File: src/rtl/prog_clock_divider_if.sv
// Control and status bundle for prog_clock_divider. The master drives the ratio/mode requests.
// The slave is the divider, which returns the counter state and the divided outputs.
interface prog_clock_divider_if #(
  parameter int WIDTH = 16
);
  logic             enable;
  logic [WIDTH-1:0] div_value;
  logic             mode_in;
  logic             div_load;
  logic             pending;
  logic [WIDTH-1:0] count;
  logic             tick;
  logic             clock_out;

  modport master (
    output enable, div_value, mode_in, div_load,
    input  pending, count, tick, clock_out
  );

  modport slave (
    input  enable, div_value, mode_in, div_load,
    output pending, count, tick, clock_out
  );
endinterface

File: src/rtl/prog_clock_divider.sv
// Runtime-programmable integer clock divider with a registered tick and a divided clock.
// Ratio/mode requests are shadowed and only take effect on a period boundary.
module prog_clock_divider #(
  parameter int WIDTH        = 16,
  parameter int DEFAULT_DIV  = 500,
  parameter bit DEFAULT_MODE = 1'b0
) (
  input  logic                clock,
  input  logic                reset_n,
  prog_clock_divider_if.slave bus
);

  localparam logic [WIDTH-1:0] RST_DIV = WIDTH'(DEFAULT_DIV);

  logic [WIDTH-1:0] count_p1, act_n, sh_n;
  logic             act_mode, sh_mode, pending_p1, tick_p1, clk_out_p1;

  logic [WIDTH-1:0] nxt_count, nxt_n, nxt_sh_n, req_n;
  logic             nxt_mode, nxt_sh_mode, nxt_pending, nxt_tick, nxt_clk_out;
  logic             wrap, load_now;

  // Ratios below 2 cannot produce a tick followed by a non-tick cycle, so they saturate to 2.
  function automatic logic [WIDTH-1:0] clamp_div(input logic [WIDTH-1:0] v);
    return (v < WIDTH'(2)) ? WIDTH'(2) : v;
  endfunction

  always_comb begin
    req_n       = clamp_div(bus.div_value);
    wrap        = bus.enable && (count_p1 == act_n - WIDTH'(1));
    load_now    = bus.div_load && (!bus.enable || wrap);
    nxt_n       = act_n;
    nxt_mode    = act_mode;
    nxt_sh_n    = sh_n;
    nxt_sh_mode = sh_mode;
    nxt_pending = pending_p1;
    nxt_count   = count_p1;
    nxt_tick    = 1'b0;
    nxt_clk_out = clk_out_p1;

    if (load_now) begin
      nxt_n       = req_n;
      nxt_mode    = bus.mode_in;
      nxt_pending = 1'b0;
    end else if (bus.div_load) begin
      nxt_sh_n    = req_n;
      nxt_sh_mode = bus.mode_in;
      nxt_pending = 1'b1;
    end else if (wrap && pending_p1) begin
      nxt_n       = sh_n;
      nxt_mode    = sh_mode;
      nxt_pending = 1'b0;
    end

    if (bus.enable) begin
      nxt_count   = wrap ? '0 : count_p1 + WIDTH'(1);
      nxt_tick    = wrap;
      // Square output is evaluated against the ratio that governs the upcoming period.
      nxt_clk_out = nxt_mode ? (nxt_count < (nxt_n >> 1)) : wrap;
    end else if (bus.div_load) begin
      nxt_count   = '0;
    end
  end

  // Stage p1: all architectural state and registered outputs
  always_ff @(posedge clock or negedge reset_n) begin
    if (!reset_n) begin
      count_p1   <= '0;
      act_n      <= RST_DIV;
      act_mode   <= DEFAULT_MODE;
      sh_n       <= RST_DIV;
      sh_mode    <= DEFAULT_MODE;
      pending_p1 <= 1'b0;
      tick_p1    <= 1'b0;
      clk_out_p1 <= 1'b0;
    end else begin
      count_p1   <= nxt_count;
      act_n      <= nxt_n;
      act_mode   <= nxt_mode;
      sh_n       <= nxt_sh_n;
      sh_mode    <= nxt_sh_mode;
      pending_p1 <= nxt_pending;
      tick_p1    <= nxt_tick;
      clk_out_p1 <= nxt_clk_out;
    end
  end

  assign bus.count     = count_p1;
  assign bus.pending   = pending_p1;
  assign bus.tick      = tick_p1;
  assign bus.clock_out = clk_out_p1;

endmodule
File: src/flat_wrapper.sv
// flat-port wrapper written by rule: the top's interface ports become plain ports
module prog_clock_divider_flat 
#(
  parameter int WIDTH        = 16,
  parameter int DEFAULT_DIV  = 500,
  parameter bit DEFAULT_MODE = 1'b0
)
  (clock, reset_n, bus_enable, bus_div_value, bus_mode_in, bus_div_load, bus_pending, bus_count, bus_tick, bus_clock_out);
  prog_clock_divider_if #(.WIDTH(WIDTH)) bus_i ();
  input  logic clock;
  input  logic reset_n;
  input wire logic [$bits(bus_i.enable)-1:0] bus_enable;
  input wire logic [$bits(bus_i.div_value)-1:0] bus_div_value;
  input wire logic [$bits(bus_i.mode_in)-1:0] bus_mode_in;
  input wire logic [$bits(bus_i.div_load)-1:0] bus_div_load;
  output wire logic [$bits(bus_i.pending)-1:0] bus_pending;
  output wire logic [$bits(bus_i.count)-1:0] bus_count;
  output wire logic [$bits(bus_i.tick)-1:0] bus_tick;
  output wire logic [$bits(bus_i.clock_out)-1:0] bus_clock_out;
  assign bus_i.enable = bus_enable;
  assign bus_i.div_value = bus_div_value;
  assign bus_i.mode_in = bus_mode_in;
  assign bus_i.div_load = bus_div_load;
  assign bus_pending = bus_i.pending;
  assign bus_count = bus_i.count;
  assign bus_tick = bus_i.tick;
  assign bus_clock_out = bus_i.clock_out;
  prog_clock_divider #(.WIDTH(WIDTH), .DEFAULT_DIV(DEFAULT_DIV), .DEFAULT_MODE(DEFAULT_MODE)) u_core (.clock(clock), .reset_n(reset_n), .bus(bus_i));
endmodule
File: config.mk
export PLATFORM = sky130hd
export DESIGN_NAME = prog_clock_divider_flat
export DESIGN_NICKNAME = d
export VERILOG_FILES = /design/src/rtl/prog_clock_divider_if.sv /design/src/rtl/prog_clock_divider.sv /design/src/flat_wrapper.sv
export SDC_FILE = /design/constraint.sdc
export NUM_CORES = 1
export LEC_CHECK = 0
export ABC_AREA = 0
export BUFFER_PORTS_ARGS = -buffer_cell sky130_fd_sc_hd__buf_2
export CELL_PAD_IN_SITES_DETAIL_PLACEMENT = 0
export CELL_PAD_IN_SITES_GLOBAL_PLACEMENT = 2
export CORE_MARGIN = 8
export CORE_UTILIZATION = 40
export CTS_BUF_LIST = sky130_fd_sc_hd__clkbuf_16
export DETAILED_ROUTE_END_ITERATION = 10
export PLACE_DENSITY_LB_ADDON = 0.2
export SYNTH_ARGS = -nofsm -noshare
export SYNTH_HDL_FRONTEND = slang
export SYNTH_SLANG_ARGS = --single-unit
File: constraint.sdc
create_clock -name clock -period 9.1 [get_ports clock]
set_input_delay 1.82 -clock clock [delete_from_list [all_inputs] [get_ports clock]]
set_output_delay 1.82 -clock clock [all_outputs]
set_load 0.05 [all_outputs]
==> results of run 1 <==
==> power by group through the flow <==
stage	clock network [mW]	registers (mW)	logic, mW
finish	0.221	0.297	0.133
global route	0.235	0.301	0.148
CTS	0.226	0.297	0.134
detailed placement	0	0.301	0.134
global placement	0	0.301	0.132
floorplan	0	0.298	0.0919
==> stage by stage <==
step	cells	cell area, um^2	util
floorplan	398	3620	-
global placement	525	3870	0.441
detailed placement	525	3870	0.441
CTS	533	4040	0.460
global route	533	4040	0.460
finish	533	4040	0.460
==> cell usage in the layout, fill, tap and decap left out, types with 4 or more instances in the layout <==
cell type / Yosys / routed
sky130_fd_sc_hd__a21o_1: 16 / 16
sky130_fd_sc_hd__a21oi_1: 7 / 7
sky130_fd_sc_hd__and3_1: 12 / 12
sky130_fd_sc_hd__buf_2: 2 / 39
sky130_fd_sc_hd__clkbuf_16: 0 / 5
sky130_fd_sc_hd__dfrtp_1: 41 / 41
sky130_fd_sc_hd__dfstp_2: 12 / 12
sky130_fd_sc_hd__ha_1: 16 / 16
sky130_fd_sc_hd__inv_1: 22 / 23
sky130_fd_sc_hd__mux2_2: 16 / 16
sky130_fd_sc_hd__mux2i_1: 12 / 12
sky130_fd_sc_hd__nand2_1: 25 / 25
sky130_fd_sc_hd__nand3_1: 11 / 11
sky130_fd_sc_hd__nand4_1: 7 / 7
sky130_fd_sc_hd__nor2_1: 42 / 42
sky130_fd_sc_hd__nor2b_1: 4 / 4
sky130_fd_sc_hd__nor3_1: 9 / 9
sky130_fd_sc_hd__nor4_1: 10 / 10
sky130_fd_sc_hd__o21ai_0: 28 / 28
sky130_fd_sc_hd__o31ai_1: 4 / 4
sky130_fd_sc_hd__or4_1: 4 / 4
sky130_fd_sc_hd__xnor2_1: 21 / 21
sky130_fd_sc_hd__xor2_1: 11 / 11
==> cells by family (layout without fill, tap and decap cells) <==
kind of cell / after synthesis / after routing / synth area share
AND/OR/NAND/NOR: 145 / 145 / 0.210
AO/OA/AOI/OAI: 79 / 79 / 0.152
flip-flops: 53 / 53 / 0.370
buffers and inverters: 45 / 72 / 0.0518
XOR/XNOR: 32 / 32 / 0.0773
multiplexers: 28 / 28 / 0.0829
adder cells (fa/ha/maj): 16 / 16 / 0.0552
==> layout make-up <==
class	instances	area, um^2
multi-input cells	300	2090
inverters	23	86.3
repair buffers	41	210
fillers	901	4730
well taps	108	135
clock inverters	3	42.5
clock buffers	5	125
flip-flops and latches	53	1340
==> flip-flops by register name, summed over array words and instances (netlist names) <==
name / cells
u_core.bus.pending: 1
u_core.sh_n: 16
u_core.sh_mode: 1
u_core.bus.count: 16
u_core.bus.tick: 1
u_core.act_mode: 1
u_core.bus.clock_out: 1
u_core.act_n: 16
==> metal layers <==
layer / up-vias / global-route usage / routed length (um)
li1: 1479 / - / -
met1: 1461 / 0.206 / 4660
met2: 41 / 0.261 / 4690
met3: 10 / 0.0233 / 243
met4: 0 / 0.0418 / 139
met5: - / 0 / 0
==> critical path, stage by stage (launching register included) <==
cell	delay (ns)
sky130_fd_sc_hd__dfrtp_1	0.45
sky130_fd_sc_hd__inv_1	0.09
sky130_fd_sc_hd__ha_1	0.21
sky130_fd_sc_hd__or3b_2	0.53
sky130_fd_sc_hd__or4_1	0.48
sky130_fd_sc_hd__a211oi_1	0.30
sky130_fd_sc_hd__and3_1	0.26
sky130_fd_sc_hd__nand4_2	0.19
sky130_fd_sc_hd__nor3_4	0.76
sky130_fd_sc_hd__mux2i_1	0.16
sky130_fd_sc_hd__a21o_1	0.22
sky130_fd_sc_hd__ha_1	0.31
sky130_fd_sc_hd__nand3_1	0.13
sky130_fd_sc_hd__or2_2	0.14
sky130_fd_sc_hd__nor3_1	0.05
sky130_fd_sc_hd__o31a_1	0.09
sky130_fd_sc_hd__or4_1	0.39
sky130_fd_sc_hd__a2111oi_0	0.39
sky130_fd_sc_hd__o211ai_2	0.17
sky130_fd_sc_hd__o221ai_2	0.08
==> worst paths after layout <==
| check | cells after the start | slack (ns) | end | from |
|---|---|---|---|---|
| setup / recovery | 19 | 3.60 | u_core.bus.clock_out | u_core.act_n[0] |
| hold / removal | 2 | 0.51 | u_core.sh_n[0] | u_core.sh_n[0] |
| setup reg to reg | 19 | 3.60 | u_core.bus.clock_out | u_core.act_n[0] |
| hold reg to reg | 2 | 0.51 | u_core.sh_n[0] | u_core.sh_n[0] |
| max in group asynchronous | 2 | 6.99 | u_core.bus.tick | reset_n |
| min in group asynchronous | 2 | 1.63 | u_core.bus.count[2] | reset_n |
==> impl.org, run 1 <==
** Floorplan
- The floorplan has 34 rows.
- Boundary Pins :: 40
- The initial utilization of the core area, before any placement, comes to 0.413.
- Die outline area :: roughly 12000 um^2
- In this run the vertical extent of the chip is between 100 and 150 um.
- Placeable Area :: 8760 um^2
- Chip width :: 111 um

** Yosys
- Most instantiated cells after synthesis :: 42 x sky130_fd_sc_hd__nor2_1, 41 x sky130_fd_sc_hd__dfrtp_1, 28 x sky130_fd_sc_hd__o21ai_0, 25 x sky130_fd_sc_hd__nand2_1, 22 x sky130_fd_sc_hd__inv_1
- In this run, synthesis produced a sequential element count of 53.
- Among all cell types in the netlist, the one instantiated most often is sky130_fd_sc_hd__nor2_1.
- The biggest area contributor in the post-synthesis netlist is sky130_fd_sc_hd__dfrtp_1.
- Distinct cell type count after synthesis :: 59
- When the netlist entered floorplanning its net count stood at 435.
- Average cell area after synthesis :: 9.10 um^2
- For this run, the register share of the synthesized area comes to 0.370.
- By area the synthesized netlist is led by sky130_fd_sc_hd__dfrtp_1 28%, sky130_fd_sc_hd__dfstp_2 8.7%, sky130_fd_sc_hd__ha_1 5.5%.
- In the synthesized netlist the async set-or-reset flop fraction comes to 1.00.
- Number of warnings issued by yosys :: 0
- Post-Synthesis Cells :: 398
- After synthesis the cells add up to between 3000 and 4000 um^2.
- Share of the synthesized area in the top cell type :: 0.283
- Number of synthesized flops with an enable pin :: 0
- In the synthesized netlist the dominant register cell turns out to be sky130_fd_sc_hd__dfrtp_1.

** Pwr
- Of the total power, combinational logic draws 0.204.
- The internal portion of the total power is between 0.4 and 0.5 mW.
- Net switching power :: around 0.2 mW
- The share of total power dissipated in sequential elements is 0.457.
- The share of total power dissipated in the clock network is 0.340.
- PnR Total Power :: between 0.6 and 0.7 mW
- For this design the ratio of total power to cell area is ~160 nW/um^2.
- The worst-case IR drop observed on VDD is roughly 0.069 mV.
- Leakage :: 1.88 nW
- Of the total power, the share spent switching nets is 0.307.

** Flow run
- Max-capacitance violation count :: 0

** Route
- Via Count :: 2991
- The detail route stage leaves a number of antenna-violating nets equal to 0.
- In this run, the number of DRC markers left after iteration 0 of detailed routing was 128.
- DR WL/cell :: 18.3 um
- Total DRC errors in the routed layout :: 0
- The pre-antenna-repair detailed-routing pass consisted of 5 iterations.
- The final layout contains routed wiring with a total length of 9.74 mm.
- Using the TritonRoute via totals, the vias-per-cell ratio works out to 5.61.

** Clock network
- Counting the buffers created by CTS gives 5.
- In this run the number of H-tree levels came out at 2.
- Clock sinks :: 53
- Quantity of gates resized following cts :: 0
- In this run, post-CTS hold repair placed 0 buffers.
- Clock tree root buffer cell :: sky130_fd_sc_hd__clkbuf_16
- The number of setup buffers added after CTS is 0.
- At the later pin of the worst-skew pair, clock insertion delay measures 0.30 ns.
- Worst-case clock buffer depth :: 2
- TritonCTS clock tree :: done
- Clock-pin slew was measured on the worst setup and hold paths at about 0.07 ns.

** Finish
- Layout Nets :: 461
- Synthesis-to-layout area growth :: 11.4%
- The number of antenna diodes in the final layout is 0.
- In the final layout, the share of cells above drive strength 1 is 0.202.

** Status
- The run finished with clean final reports.

** Setup path
- Data on the critical path is required at its endpoint by 9.32 ns.
- The worst setup path is launched from a register.
- At the worst endpoint, the arrival time is 5.71 ns.
- By startpoint and endpoint, the worst setup path is classified as reg2reg.
- The worst setup path is captured at a register.
- Of all nets on the critical path, the largest fanout is 17.

** Timing
- Final critical-path share of the clock period :: 0.604
- On the final layout, the worst clock skew is 0.00954 ns.
- Sum of negative setup slack :: 0 ns
- The final number of max-transition violations came to 0.
- Final count of hold timing violations :: 0
- Final worst-path setup slack :: 3.60 ns
- RSZ-0062 raised after global routing :: no
- The worst path in the final design needs a cycle of around 5.5 ns, including I/O delays and setup.
- Slew at the pin closest to its max-slew limit :: about 1.1 ns
- Slew margin rel. :: 0.280
- Minimum hold slack :: 0.510 ns
- Final number of setup-violating endpoints :: 0
- Static timing analysis puts the maximum clock frequency at 182 MHz.

** Global route
- Number of global-route vias before repair :: 2982
- The number of antenna violations at the first check in global routing came to 0.
- First-pass GRT wire length :: 16.0 mm
- Global-route total usage across every layer :: 0.157
- Overflow left after global routing :: 0
- Pin count of the biggest net entering global routing :: 54

** Place
- Pre-CTS WS :: 3.64 ns
- Input and output buffers added on the ports amount to 39.
- Detailed placement ended at an HPWL of approximately 7.4 mm.
- The congestion estimate from routability-driven global placement came to 0.895.

** Worst hold path
- The path class of the tightest hold or removal check is reg2reg.
Power figures use the tool's default switching activity.
==> run 2, diff against run 1 <==
- ABC_AREA: 0 -> 1
- CORE_UTILIZATION: 40 -> 34
- clock period: 9.1 -> 5.2 ns (I/O delays scaled with it)
==> impl.org, run 2 <==
** Setup path
- The maximum fanout count along the critical path is 18 (+1).
- Crit-path cells :: inv_2 -> ha_1 -> nand3_2 -> nor2_1 -> nand2_1 -> nand2_1 -> nand2_1 -> nand2_1 -> nor2_1 -> nand2_1 -> nor2_2 -> o21bai_2 -> inv_1 -> o21ai_0 -> ha_1 -> nand2_1 -> nor2_1 -> a211oi_1 -> nand2_1 -> nand2_1 -> nand2_1 -> a21oi_2
- Setup crit start kind :: register
- Worst Reg2Reg Path Length in Cells :: 22 (+3)
- Among the stages of the critical path, the cell type that occurs most often is sky130_fd_sc_hd__nand2_1.
- Critical Path RT :: 5.42 ns (-3.90 ns)
- Critical setup path kind :: reg2reg
- The worst setup path is captured at a register.
- Largest incremental delay on the critical path :: 0.60 ns (-0.16 ns)
- The largest individual stage delay along the critical path comes from the cell sky130_fd_sc_hd__o21bai_2.
- Critical path arrival :: 4.28 ns (-1.43 ns)

** Pwr
- The fraction of power spent switching nets was 0.319 (+0.0121).
- The total net switching power is 0.363 mW (+82%).
- Clk pwr share :: 0.326 (-0.014)
- Reg power frac :: 0.446 (-0.011)
- The cell area power density came to 278 nW/um^2 (+72%).
- Part of the power in combinational logic :: 0.228 (+0.024)
- The worst supply voltage drop on vdd was 0.115 mV (+67%).
- Leakage :: 2.04 nW (+8.5%)
- Internal power consumption :: 0.774 mW (+72%)

** Timing
- The actual transition at the worst max-transition pin is 0.749 ns (-0.327 ns).
- The fraction of the cycle the final worst path needs came to 0.780 (+0.176).
- Final number of max-transition violations :: 0 (unchanged)
- Post-layout min period :: 4.06 ns (-1.44 ns)
- Final count of hold timing violations :: 0 (unchanged)
- RSZ-0062 raised after global routing :: no
- Maximum clock rate :: 246 MHz (+35%)
- Sum of negative setup slack :: 0 ns (unchanged)
- Clock skew :: 0.00497 ns (-0.00458 ns)
- The worst hold slack is 0.490 ns (-0.0203 ns).
- The relative max-transition margin came to 0.500 (+0.220).
- The total setup violations reported at the end of the flow is 0 (unchanged).

** Global route
- First-pass GRT wire length :: 16.6 mm (+4.1%)
- Pin count of the biggest net entering global routing :: 54 (unchanged)
- The number of global-route vias before repair was 3123 (+4.7%).
- The number of antenna violations at the first check in global routing came to 1 (+1).
- Global-route total usage across every layer :: 0.146 (-0.0108)
- The leftover overflow at the end of global routing was 0 (unchanged).

** Route
- The detailed-route vias per instance came to 4.70 (-16%).
- The initial detailed-routing violation count is 169 (+32%).
- The detailed-route via count was 3173 (+6.1%).
- The residual DRC count came to 0 (unchanged).
- DRT Pass-1 Iters :: 4 (-1)
- DR WL/cell :: 15.1 um (-17%)
- Total wire length :: 10.2 mm (+4.9%)
- Number of nets with antenna violations after detailed routing :: 0 (unchanged)

** Place
- The detailed-placement wirelength estimate came to 8.16 mm (+9.9%).
- Final estimated routing congestion in global placement :: 0.789 (-12%)
- Count of input and output buffers :: 39 (unchanged)
- Placed inst area :: 3930 um^2 (+1.7%)
- The number of placed instances, taps included came to 667 (+27%).

** Yosys
- The number of synthesis warnings came to 0 (unchanged).
- Post-synthesis sequential area ratio :: 0.372 (+0.00141)
- The area share of the largest cell type after synthesis is 0.284 (+0.00108).
- Most instantiated cells after synthesis :: 144 x sky130_fd_sc_hd__nand2_1, 69 x sky130_fd_sc_hd__inv_1, 51 x sky130_fd_sc_hd__o21ai_0, 46 x sky130_fd_sc_hd__nor2_1, 41 x sky130_fd_sc_hd__dfrtp_1
- Number of synthesized flops with an enable pin :: 0 (unchanged)
- By area the synthesized netlist is led by sky130_fd_sc_hd__dfrtp_1 28%, sky130_fd_sc_hd__nand2_1 15%, sky130_fd_sc_hd__dfstp_2 8.7%.
- The synthesized netlist net count was 539 (+24%).
- The cell count after synthesis came to 502 (+26%).
- The synthesized area is 3610 um^2 (-0.38%).
- Top-count cell post-synth :: sky130_fd_sc_hd__nand2_1
- Cell type with the highest aggregate area in the netlist :: sky130_fd_sc_hd__dfrtp_1
- Primary FF master, synth :: sky130_fd_sc_hd__dfrtp_1
- Average cell area after synthesis :: 7.19 um^2 (-21%)
- The share of synthesized flip-flops with an asynchronous set or reset is 1.00 (unchanged).
- Distinct cell type count after synthesis :: 41 (-31%)
- Register bit total from synthesis :: 53 (unchanged)

** Worst hold path
- The worst hold path depth was 2 (unchanged).
- Type of the tightest min-delay check :: reg2reg

** Finish
- The multi-input combinational cell area is 1930 um^2 (-7.9%).
- Synthesis-to-layout area growth :: 13.4%
- Share of post-route cells with drive strength above 1 :: 0.171 (-0.0317)
- Area occupied by registers :: 1340 um^2 (unchanged)
- Post-route cell area :: 4100 um^2 (+1.5%)
- Ant diodes :: 0 (unchanged)
- Layout Nets :: 575 (+25%)
- Fraction of the core area covered by cells at the end of the flow :: 0.397 (-0.0638)
- Fill cells :: 1163 (+29%)
- Non-filler instance count after layout :: 675 (+27%)
- The library cells used most frequently in the layout, excluding fill and tap cells, are 144 x sky130_fd_sc_hd__nand2_1, 70 x sky130_fd_sc_hd__inv_1, 51 x sky130_fd_sc_hd__o21ai_0.
- Leaving out fill and tap cells, the most frequent cell in the layout is sky130_fd_sc_hd__nand2_1.

** Clock network
- Clock sinks :: 53 (unchanged)
- The number of hold buffers added after CTS is 0 (unchanged).
- Total clock buffers created by CTS :: 5 (unchanged)
- Worst-Skew Late Latency :: 0.29 ns (about the same)
- Quantity of gates resized following cts :: 0 (unchanged)
- TritonCTS built the clock tree.
- The number of buffers added for setup after CTS came to 0 (unchanged).
- The clock edge transition at the registers on the reported setup and hold paths is 0.07 ns (about the same).
- The maximum number of buffers from clock root to sink is 2 (unchanged).
- The cell sitting at the root of the clock tree is a sky130_fd_sc_hd__clkbuf_16.
- Maximum level of the CTS H-tree :: 2 (unchanged)

** Floorplan
- Initial core utilization :: 0.350 (-0.0638)
- Boundary Pins :: 40 (unchanged)
- The area of the core came to 10300 um^2 (+18%).
- Chip width :: 119 um (+7.1%)
- Die outline area :: 14200 um^2 (+15%)
- Number of standard-cell rows in the floorplan :: 37 (+8.8%)
- Chip Height :: 119 um (+7.1%)

** Flow run
- Max-capacitance violation count :: 0 (unchanged)

** Status
- Run status :: complete, no violations
-- run 2: changes by cell type in the layout (fill, tap and decap cells not counted), sizes merged, moves of 8 or more --
cell   previous run  this run
nand2            26       148
inv              24        76
o21ai            28        54
a21o             16         0
xnor2            21         5
mux2             16         2
nor2             42        56
and3             12         0
mux2i            12         0
nand3            11        19
xor2             11        19
-- run 2: layer usage --
layer / global-route usage / up-vias / part of all wire
met1: 0.205 / 1447 / 0.51
met5: 0 / - / 0.0011
met2: 0.233 / 59 / 0.45
met4: 0.0332 / 2 / 0.0065
li1: - / 1659 / -
met3: 0.0194 / 6 / 0.040
-- run 2: power groups by stage --
stage                     Combinational, mW  Sequential, mW  Clock (mW)
final                                 0.259           0.507       0.371
after CTS                             0.264           0.507       0.383
after global placement                0.260           0.514           0
after floorplan                       0.164           0.524           0
after global routing                  0.296           0.513       0.402
after detailed placement              0.262           0.515           0
-- run 2: path summary, 6_finish.rpt --
path,start,slack [ns],to
worst max-delay path,u_core.act_n[0],1.14,u_core.bus.clock_out
worst min-delay path,u_core.sh_n[9],0.49,u_core.sh_n[9]
worst max register to register,u_core.act_n[0],1.14,u_core.bus.clock_out
worst min register to register,u_core.sh_n[9],0.49,u_core.sh_n[9]
max in group asynchronous,reset_n,3.86,u_core.act_n[9]
min in group asynchronous,reset_n,0.88,u_core.sh_n[3]
-- run 2: final cells by class --
| cell class | count | area share |
|---|---|---|
| Clock buffer | 5 | 0.0306 |
| Tap cell | 136 | 0.0416 |
| Clock inverter | 3 | 0.00917 |
| Multi-Input combinational cell | 362 | 0.471 |
| Timing Repair Buffer | 41 | 0.0513 |
| Sequential cell | 53 | 0.328 |
| Inverter | 75 | 0.0687 |
-- run 2: through the flow --
stage	setup slack [ns]	total power, mW
finish	1.14	1.14
detailed placement	1.14	0.777
CTS	1.10	1.15
floorplan	1.96	0.688
global placement	1.25	0.774
global route	0.707	1.21
-- run 2: logic make-up (layout without fill, tap and decap cells) --
| logic type | after synthesis | in the layout | share of synthesized area |
|---|---|---|---|
| simple gates | 244 | 244 | 0.297 |
| buf+inv | 87 | 124 | 0.0939 |
| compound gates | 76 | 76 | 0.117 |
| flops | 53 | 53 | 0.372 |
| xor+xnor | 24 | 24 | 0.0582 |
| fa+ha+maj | 16 | 16 | 0.0555 |
| mux | 2 | 2 | 0.00624 |
-- run 2: worst max-delay path: cells and delay by family (launching register included) --
kind / cells / cell delay [ns]
buffers and inverters: 2 / 0.48
AOI/OAI and AO/OA: 4 / 1.30
and+or+nand+nor: 14 / 1.30
DFF: 1 / 0.41
adders and majority gates: 2 / 0.52
==> run 3, diff against run 2 <==
- clock period: 5.2 -> 3.9 ns (I/O delays scaled with it)
==> impl.org, run 3 (synthesis results as in run 2) <==
** Setup path
- Worst Reg2Reg Path Length in Cells :: 24 (+9.1%)
- In this run the critical register-to-register path is captured at u_core.bus.clock_out.
- The worst setup path is of the reg2reg kind.
- Setup crit start kind :: register
- Critical path arrival :: 3.77 ns (-0.51 ns)
- The maximum single-stage delay on the critical path came to 0.41 ns (-0.19 ns).
- The buffer and inverter count on the worst path is 3 (+1).
- Walking the worst path, the cells encountered are inv_2 -> ha_2 -> nand3_2 -> nor2_1 -> nand2_1 -> nand3_1 -> nand3_1 -> nor2_1 -> nand2_2 -> nor2_4 -> nand3_2 -> buf_4 -> nand2_1 -> o211ai_1 -> o21ai_2 -> inv_1 -> ha_1 -> a21oi_1 -> nor2_1 -> a211oi_1 -> nand2_1 -> nand2_1 -> nand2_1 -> a21oi_2.
- Top Family by Delay on Critical Path :: simple AND/OR/NAND/NOR gates
- Counting stages on the worst path, the most repeated cell is sky130_fd_sc_hd__nand2_1.
- For this design, the slowest cell found on the critical path is sky130_fd_sc_hd__dfrtp_1.
- Slack of the worst reg-to-reg path :: 0.36 ns (-0.79 ns)
- The worst setup path is captured at a register.
- The maximum fanout count along the critical path was 9 (-9).
- RR Startpoint :: u_core.act_n[0]
- Critical Path RT :: 4.13 ns (-1.29 ns)

** Route
- Via Count :: 3181 (+0.25%)
- DR WL/cell :: 15.4 um (+1.9%)
- The residual DRC count is 0 (unchanged).
- Total wire length :: 10.5 mm (+3.1%)
- The detailed-route vias per instance came to 4.66 (-0.92%).
- The initial detailed-routing violation count came to 167 (-1.2%).
- Number of nets with antenna violations after detailed routing :: 0 (unchanged)
- The number of detailed-routing iterations run before antenna repair was 4 (unchanged).

** Pwr
- The worst supply voltage drop on vdd was 0.174 mV (+51%).
- The static power due to leakage is 2.07 nW (+1.3%).
- The cell area power density came to 353 nW/um^2 (+27%).
- PnR Total Power :: 1.48 mW (+30%)

** Global route
- Antenna violations before repair :: 0 (-1)
- The leftover overflow at the end of global routing came to 0 (unchanged).
- The number of global-route vias before repair is 3249 (+4.0%).
- The maximum number of pins on one net before global-route repair was 32 (-41%).
- The wire length of the first global-routing pass was 17.2 mm (+3.6%).
- Global-route total usage across every layer :: 0.152 (+0.00591)

** Finish
- Most common cell after layout, fill and taps aside :: sky130_fd_sc_hd__nand2_1
- The final antenna diode count was 0 (unchanged).
- The number of nets in the final layout was 583 (+1.4%).
- The area growth from synthesis to layout is 15.8%.
- Highest-count cells in the layout ignoring fill and taps :: 143 x sky130_fd_sc_hd__nand2_1, 69 x sky130_fd_sc_hd__inv_1, 49 x sky130_fd_sc_hd__o21ai_0
- The fraction of layout cells with a size suffix above 1 is 0.192 (+0.0213).

** Place
- The worst setup slack before clock tree synthesis was 0.277 ns (-0.863 ns).
- Post-DP HPWL :: 8.46 mm (+3.7%)
- The count of input and output buffers was 39 (unchanged).
- Final estimated routing congestion in global placement :: 0.810 (+2.7%)

** Timing
- Setup repair after global routing left no endpoint under its margin.
- Final number of setup-violating endpoints :: 0 (unchanged)
- The sum of negative setup slack was 0 ns (unchanged).
- Minimum hold slack :: 0.480 ns (-0.0102 ns)
- Final worst-path setup slack :: 0.355 ns (-0.788 ns)
- Maximum clock rate :: 282 MHz (+14%)
- Slew margin rel. :: 0.619 (+0.119)
- Final number of max-transition violations :: 0 (unchanged)
- Final count of hold timing violations :: 0 (unchanged)
- The final critical delay including setup and external delays was 3.54 ns (-0.512 ns).
- The post-route clock skew came to 0.00523 ns (+0.000268 ns).
- Slew at the pin closest to its max-slew limit :: 0.572 ns (-0.178 ns)
- The fraction of the cycle the final worst path needs was 0.909 (+0.129).

** Clock network
- Reg clk slew, reported paths :: 0.07 ns (about the same)
- Number of buffers added to fix hold violations after cts :: 0 (unchanged)
- The tree is rooted in a sky130_fd_sc_hd__clkbuf_16.
- The number of clock buffers inserted by TritonCTS was 5 (unchanged).
- Worst-case clock buffer depth :: 2 (unchanged)
- TritonCTS built the clock tree.
- Worst-Skew Late Latency :: 0.29 ns (about the same)
- Maximum level of the CTS H-tree :: 2 (unchanged)
- The clock sink count is 53 (unchanged).

** Floorplan
- Number of standard-cell rows in the floorplan :: 37 (unchanged)
- The top-level port count is 40 (unchanged).
- Chip Height :: 119 um (unchanged)
- The area of the die came to 14200 um^2 (unchanged).
- The floorplan die width is 119 um (unchanged).
- The effective utilization at floorplan came to 0.350 (unchanged).
- Placeable Area :: 10300 um^2 (unchanged)

** Flow run
- The number of max-capacitance violations reported was 0 (unchanged).

** Status
- The flow ran to the end, and the final reports show no timing, DRC or antenna violations.

** Worst hold path
- The worst hold path belongs to the class in2async.
run 3: cell types whose count changed in the layout (fill, tap and decap cells not counted), sizes merged:
cell	previous run	this run
bufinv	1	0
inv	76	75
buf	41	49
clkinvlp	0	2
run 3: per-layer routing:
| layer | GRT usage | share of wire | wire [um] |
|---|---|---|---|
| met1 | 0.214 | 0.51 | 5330 |
| met3 | 0.0231 | 0.025 | 268 |
| met2 | 0.240 | 0.46 | 4820 |
| met5 | 0 | 0 | 0 |
| met4 | 0.0332 | 0.011 | 115 |
run 3: worst max-delay path by stage:
stage                                 endpoint  slack [ns]  depth (start not counted)           startpoint
after floorplan           u_core.bus.clock_out        0.67                         25  u_core.bus.count[3]
after global placement    u_core.bus.clock_out        0.26                         21      u_core.act_n[0]
after detailed placement  u_core.bus.clock_out        0.28                         21      u_core.act_n[0]
after CTS                 u_core.bus.clock_out        0.23                         21      u_core.act_n[0]
after global routing      u_core.bus.clock_out        0.04                         25      u_core.act_n[0]
final                     u_core.bus.clock_out        0.36                         24      u_core.act_n[0]
run 3: area by class of cell:
class                   count  area (um^2)
well taps                 136          170
repair buffers             49          295
clock inverters             3         15.0
flip-flops and latches     53         1340
inverters                  75          287
clock buffers               5          125
fillers                  1110         6140
multi-input cells         362         1950
run 3: report_power, final:
part | switching [mW] | internal [mW] | total (mW)
registers | 0.0582 | 0.616 | 0.674
logic | 0.231 | 0.121 | 0.353
clock network | 0.215 | 0.235 | 0.449
run 3: through the flow:
| step | area (um^2) | std cells | utilization |
|---|---|---|---|
| floorplan | 3610 | 502 | - |
| global placement | 3980 | 672 | 0.386 |
| detailed placement | 3980 | 672 | 0.386 |
| CTS | 4120 | 680 | 0.399 |
| global route | 4180 | 683 | 0.405 |
| finish | 4180 | 683 | 0.405 |
run 3: timing repair:
item                       4_1_cts  5_1_grt
setup buffers                    0        3
setup endpoints to repair        0        1
gates resized for setup          0       10
